**config.mk**
```make
export PLATFORM = sky130hd
export DESIGN_NAME = sp_ram_fifo_ctrl_flat
export DESIGN_NICKNAME = d
export VERILOG_FILES = /design/src/rtl/sp_ram_fifo_ctrl_if.sv /design/src/rtl/sp_ram_fifo_ctrl.sv /design/src/flat_wrapper.sv
export SDC_FILE = /design/constraint.sdc
export NUM_CORES = 1
export LEC_CHECK = 0
export CAP_MARGIN = 30
export CORE_MARGIN = 2
export CORE_UTILIZATION = 40
export DETAILED_ROUTE_END_ITERATION = 12
export PLACE_DENSITY = 0.67
export SYNTH_ARGS = -nofsm -noshare
export SYNTH_HDL_FRONTEND = slang
export SYNTH_SLANG_ARGS = --single-unit
export TNS_END_PERCENT = 10
```
**constraint.sdc**
```tcl
create_clock -name clk -period 5.8 [get_ports clk]
set_clock_uncertainty 0.05 [all_clocks]
set_input_delay 1.74 -clock clk [delete_from_list [all_inputs] [get_ports clk]]
set_output_delay 1.74 -clock clk [all_outputs]
set_load 0.02 [all_outputs]
```
**src/rtl/sp_ram_fifo_ctrl_if.sv**
```systemverilog
// sp_ram_fifo_ctrl_if: port bundle for sp_ram_fifo_ctrl
//   in_valid/in_ready/in_data    : upstream stream into the FIFO
//   out_valid/out_ready/out_data : downstream stream from the output buffer head
//   ram_we/ram_addr/ram_din      : single-port RAM command, ram_dout: RAM read data (1-cycle latency)
//   level                        : words held (RAM + in-flight read + output buffer)
//   slave modport = controller view, master modport = environment view
interface sp_ram_fifo_ctrl_if #(
   parameter int MEM_WIDTH  = 24,
   parameter int ADDR_WIDTH = 8
);
   logic                  in_valid;
   logic                  in_ready;
   logic [MEM_WIDTH-1:0]  in_data;
   logic                  out_valid;
   logic                  out_ready;
   logic [MEM_WIDTH-1:0]  out_data;
   logic                  ram_we;
   logic [ADDR_WIDTH-1:0] ram_addr;
   logic [MEM_WIDTH-1:0]  ram_din;
   logic [MEM_WIDTH-1:0]  ram_dout;
   logic [ADDR_WIDTH+1:0] level;
   modport slave (
      input  in_valid, in_data, out_ready, ram_dout,
      output in_ready, out_valid, out_data, ram_we, ram_addr, ram_din, level
   );
   modport master (
      output in_valid, in_data, out_ready, ram_dout,
      input  in_ready, out_valid, out_data, ram_we, ram_addr, ram_din, level
   );
endinterface

```
**src/rtl/sp_ram_fifo_ctrl.sv**
```systemverilog
// sp_ram_fifo_ctrl: stream-to-RAM FIFO controller in front of a single-port synchronous RAM
//   clk   : system clock, rising edge
//   rst_n : asynchronous active-low reset
//   bus   : sp_ram_fifo_ctrl_if.slave (input stream, output stream, RAM port, level)
module sp_ram_fifo_ctrl #(
   parameter int MEM_WIDTH  = 24,
   parameter int ADDR_WIDTH = 8
) (
   input  logic              clk,
   input  logic              rst_n,
   sp_ram_fifo_ctrl_if.slave bus
);
   localparam logic [ADDR_WIDTH:0] FULL = {1'b1, {ADDR_WIDTH{1'b0}}};
   logic [ADDR_WIDTH-1:0] wr_ptr, rd_ptr, addr_q, addr;
   logic [ADDR_WIDTH:0]   ram_cnt;
   logic [ADDR_WIDTH+1:0] level_q;
   logic [1:0]            obuf_cnt, idx;
   logic [MEM_WIDTH-1:0]  obuf [2];
   logic                  rd_inflight, not_full, obuf_empty, read_req, rd_gnt, wr_gnt, pop;
   always_comb begin
      not_full   = ram_cnt != FULL;
      obuf_empty = obuf_cnt == 2'd0;
      // only registered state feeds read_req, keeping out_ready off the in_ready path
      read_req   = (ram_cnt != '0) && ((obuf_cnt + {1'b0, rd_inflight}) < 2'd2);
      rd_gnt     = read_req && (obuf_empty || !(bus.in_valid && not_full));
      wr_gnt     = rst_n && !rd_gnt && bus.in_valid && not_full;
      pop        = !obuf_empty && bus.out_ready;
      // slot that receives captured RAM data once this cycle's pop has shifted the buffer
      idx        = obuf_cnt - 2'(pop);
      addr       = wr_gnt ? wr_ptr : rd_gnt ? rd_ptr : addr_q;
   end
   always_ff @(posedge clk or negedge rst_n)
      if (!rst_n) begin
         wr_ptr      <= '0;
         rd_ptr      <= '0;
         ram_cnt     <= '0;
         rd_inflight <= 1'b0;
         obuf_cnt    <= '0;
         obuf[0]     <= '0;
         obuf[1]     <= '0;
         level_q     <= '0;
         addr_q      <= '0;
      end else begin
         wr_ptr      <= wr_ptr + ADDR_WIDTH'(wr_gnt);
         rd_ptr      <= rd_ptr + ADDR_WIDTH'(rd_gnt);
         ram_cnt     <= ram_cnt + (ADDR_WIDTH+1)'(wr_gnt) - (ADDR_WIDTH+1)'(rd_gnt);
         rd_inflight <= rd_gnt;
         obuf_cnt    <= obuf_cnt + 2'(rd_inflight) - 2'(pop);
         obuf[0]     <= rd_inflight && idx == 2'd0 ? bus.ram_dout : pop ? obuf[1] : obuf[0];
         obuf[1]     <= rd_inflight && idx == 2'd1 ? bus.ram_dout : obuf[1];
         level_q     <= level_q + (ADDR_WIDTH+2)'(wr_gnt) - (ADDR_WIDTH+2)'(pop);
         addr_q      <= addr;
      end
   // in_ready ignores in_valid: it only drops when a pending read would pre-empt a write
   assign bus.in_ready  = rst_n && not_full && !(read_req && obuf_empty);
   assign bus.out_valid = !obuf_empty;
   assign bus.out_data  = obuf[0];
   assign bus.ram_we    = wr_gnt;
   assign bus.ram_addr  = addr;
   assign bus.ram_din   = bus.in_data;
   assign bus.level     = level_q;
endmodule

```
**src/flat_wrapper.sv**
```systemverilog
// flat-port wrapper written by rule: the top's interface ports become plain ports
module sp_ram_fifo_ctrl_flat 
#(
   parameter int MEM_WIDTH  = 24,
   parameter int ADDR_WIDTH = 8
)
  (clk, rst_n, bus_in_valid, bus_in_data, bus_out_ready, bus_ram_dout, bus_in_ready, bus_out_valid, bus_out_data, bus_ram_we, bus_ram_addr, bus_ram_din, bus_level);
  sp_ram_fifo_ctrl_if #(.MEM_WIDTH(MEM_WIDTH), .ADDR_WIDTH(ADDR_WIDTH)) bus_i ();
  input  logic clk;
  input  logic rst_n;
  input wire logic [$bits(bus_i.in_valid)-1:0] bus_in_valid;
  input wire logic [$bits(bus_i.in_data)-1:0] bus_in_data;
  input wire logic [$bits(bus_i.out_ready)-1:0] bus_out_ready;
  input wire logic [$bits(bus_i.ram_dout)-1:0] bus_ram_dout;
  output wire logic [$bits(bus_i.in_ready)-1:0] bus_in_ready;
  output wire logic [$bits(bus_i.out_valid)-1:0] bus_out_valid;
  output wire logic [$bits(bus_i.out_data)-1:0] bus_out_data;
  output wire logic [$bits(bus_i.ram_we)-1:0] bus_ram_we;
  output wire logic [$bits(bus_i.ram_addr)-1:0] bus_ram_addr;
  output wire logic [$bits(bus_i.ram_din)-1:0] bus_ram_din;
  output wire logic [$bits(bus_i.level)-1:0] bus_level;
  assign bus_i.in_valid = bus_in_valid;
  assign bus_i.in_data = bus_in_data;
  assign bus_i.out_ready = bus_out_ready;
  assign bus_i.ram_dout = bus_ram_dout;
  assign bus_in_ready = bus_i.in_ready;
  assign bus_out_valid = bus_i.out_valid;
  assign bus_out_data = bus_i.out_data;
  assign bus_ram_we = bus_i.ram_we;
  assign bus_ram_addr = bus_i.ram_addr;
  assign bus_ram_din = bus_i.ram_din;
  assign bus_level = bus_i.level;
  sp_ram_fifo_ctrl #(.MEM_WIDTH(MEM_WIDTH), .ADDR_WIDTH(ADDR_WIDTH)) u_core (.clk(clk), .rst_n(rst_n), .bus(bus_i));
endmodule
```
==> impl_metrics.tcl <==
set metrics [dict create \
    yosysWarnings 0 \
    synth_top_area_share_pct 47.4 \
    slew_headroom_pct 49.0 \
    drive_above_1_share_pct 6.98 \
    die_h_um 115 \
    grt_max_degree 58 \
    synthTopCellsByArea "dfrtp_1 (47%), buf_4 (7.6%), ha_1 (7.3%)" \
    dr.pass1.iters 4 \
    mostFrequentLayoutCell "dfrtp_1" \
    hold_violations 0 \
    io_pins 121 \
    max_stage_delay_ps 640 \
    place_hpwl_mm 6.27 \
    crit_arrival_ps 3630 \
    p_leak_uw 0.00268 \
    yosysSeqAreaShare_pct 47.4 \
    async_flop_share_pct 100 \
    cts_resized 0 \
    drv_cap 0 \
    clk_pin_slew_ps 60 \
    finalSetupViolations 0 \
    synth_top_area_cell "dfrtp_1" \
    tns_ps 0 \
    syn-num-nets 524 \
    drt_iter0_markers 165 \
    crit_fanout 9 \
    viasPerCell 4.75 \
    path_cells "clkdlybuf4s50_1, o221ai_1, nand3b_1, buf_4, mux2i_1, o21ai_1, clkdlybuf4s50_1" \
    num_rows 40 \
    layout_common_cells "dfrtp_1 (94), clkdlybuf4s50_1 (71), nor2_1 (34), a21oi_1 (32), mux2i_1 (32)" \
    cts_root_buffer "clkbuf_16" \
    cts_tree "done" \
    critical_path_class "primary input to primary output" \
    critical_path_buf_inv_count 3 \
    power_per_cell_area_nw_per_um2 650 \
    regArea_um2 2350 \
    start_util_pct 41.1 \
    die_x_um 115 \
    end_kind "primary output" \
    crit_required_ps 4010 \
    syn_area_per_cell_um2 11.2 \
    rsz0062_at_grt "false" \
    drc 0 \
    post_drt_wl_per_cell_um 13.8 \
    setup_ws_ps 375 \
    via_count 3047 \
    gr-total-overflow 0 \
    fillers 1123 \
    pre_cts_ws_ps 382 \
    core-area_um2 12100 \
    port_buffers 72 \
    cts_made_buffers 9 \
    cts.path.max_buffers 2 \
    slowest_stage "clkdlybuf4s50_1" \
    vdd_ir_drop_max_mv 0.265 \
    hp-class "flip-flop to flip-flop" \
    postRouteAntennaNets 0 \
    die-area_um2 13300 \
    synth_edf_count 0 \
    stdcell_area_um2 5760 \
    crit_path_start_kind "primary input" \
    postCtsSetupBuffers 0 \
    status "completed" \
    place.gp.congestion 0.751 \
    min_period_ps 5420 \
    syn_inst 441 \
    hold_ws_ps 436 \
    insertion_delay_ps 350 \
    netlist_area_um2 4960 \
    critical_path.top_delay_family "buffers and inverters" \
    cts_hold_buf 0 \
    synth_top_flop_cell "dfrtp_1" \
    cts.htree.levels 3 \
    cts.sinks 94 \
    drt-total-wl_mm 8.84 \
    grt_pass1_vias 3059 \
    area_growth_pct 16.1 \
    final_util_pct 47.7 \
    synth_cell_types 47 \
    clock.fmax_ghz 0.184 \
    cp_common_cell "clkdlybuf4s50_1" \
    place_area_um2 5480 \
    grt_util_all_layers_pct 14.3 \
    insertedDiodeCount 0 \
    worst_pin_slew_ps 763 \
    post-route-period-util_pct 93.5 \
    antenna_found_initial 0 \
    nNetsFinal 551 \
    finalMaxSlewViolations 0 \
    multi_input_area_um2 2060 \
    synth_seq_cells 94 \
    grt_pass1_wl_mm 14.8 \
]
-- flip-flops by register name, indices dropped and copies added, names as in the netlist, 2 cells and up --
signal               count
u_core.wr_ptr            8
u_core.rd_ptr            8
u_core.obuf_cnt          2
u_core.bus.out_data     24
u_core.bus.level        10
u_core.obuf             24
u_core.addr_q            8
u_core.ram_cnt           9
-- power breakdown --
group / switching, uW / leakage (uW) / internal, uW
logic: 1020 / 0.00141 / 969
registers: 207 / 0.00113 / 998
clock network: 254 / 0.000133 / 293
-- final timing paths --
kind                              startpoint                  end  slack (ps)  cells past startpoint
setup / recovery                bus_in_valid      bus_ram_addr[5]         380                      7
hold / removal                u_core.obuf[7]       u_core.obuf[7]         440                      1
max in group asynchronous              rst_n  u_core.bus.level[4]        3140                      3
min in group asynchronous              rst_n     u_core.wr_ptr[4]        1430                      2
setup reg to reg           u_core.ram_cnt[3]  u_core.bus.level[6]        2340                     15
hold reg to reg               u_core.obuf[7]       u_core.obuf[7]         440                      1
-- worst register-to-register path: stages, from the launching register on --
cell	delay [ps]
dfrtp_1	390
inv_1	80
ha_1	190
nand4bb_4	140
o21ai_1	180
o2111a_2	450
inv_2	90
ha_1	280
inv_1	30
ha_1	210
fa_1	410
a21o_1	170
a21oi_1	250
o21bai_1	130
a21oi_1	180
xnor2_1	130
-- cell type report --
type,instances,area share (%)
clock buffers,10,3.98
clock inverters,6,0.826
inverters,31,2.02
multi-input cells,256,35.7
flip-flops and latches,94,40.8
well taps,168,3.65
repair buffers,76,13.0
-- Yosys cell counts (all sizes together), types with 2 or more instances --
cell / n
fa: 2
mux2i: 32
a2111oi: 2
nand2: 13
dfrtp: 94
o21bai: 2
a211oi: 2
mux2: 24
or2: 2
clkbuf: 2
nor2: 35
inv: 31
buf: 58
and3: 4
nand3: 6
a21oi: 32
xor2: 11
ha: 29
xnor2: 21
nor3: 7
and4: 2
nand4: 2
a21o: 5
o21ai: 11
-- cell families (layout without fill, tap and decap cells) --
| logic type | Yosys count | count (layout) | synth area share [%] |
|---|---|---|---|
| DFF | 94 | 94 | 47.4 |
| xor gates and xnor gates | 32 | 32 | 6.03 |
| buffers and inverters | 91 | 123 | 11.2 |
| and+or+nand+nor | 76 | 76 | 7.79 |
| AOI/OAI and AO/OA | 61 | 61 | 7.49 |
| muxes | 56 | 56 | 11.9 |
| adders and majority gates | 31 | 31 | 8.12 |
-- per-stage QoR --
step | power [uW] | std cells
after global placement | 3160 | 625
after global routing | 4070 | 641
after floorplan | 2760 | 441
after CTS | 3810 | 641
final | 3740 | 641
after detailed placement | 3240 | 625
-- layer usage --
metal	track usage (%)	vias up	share of wire, %
met5	0	-	0
met4	4.90	0	1.3
met3	4.74	10	5.4
met2	24.2	69	49
met1	17.2	1461	45
li1	-	1507	-
Power figures use the tool's default switching activity.
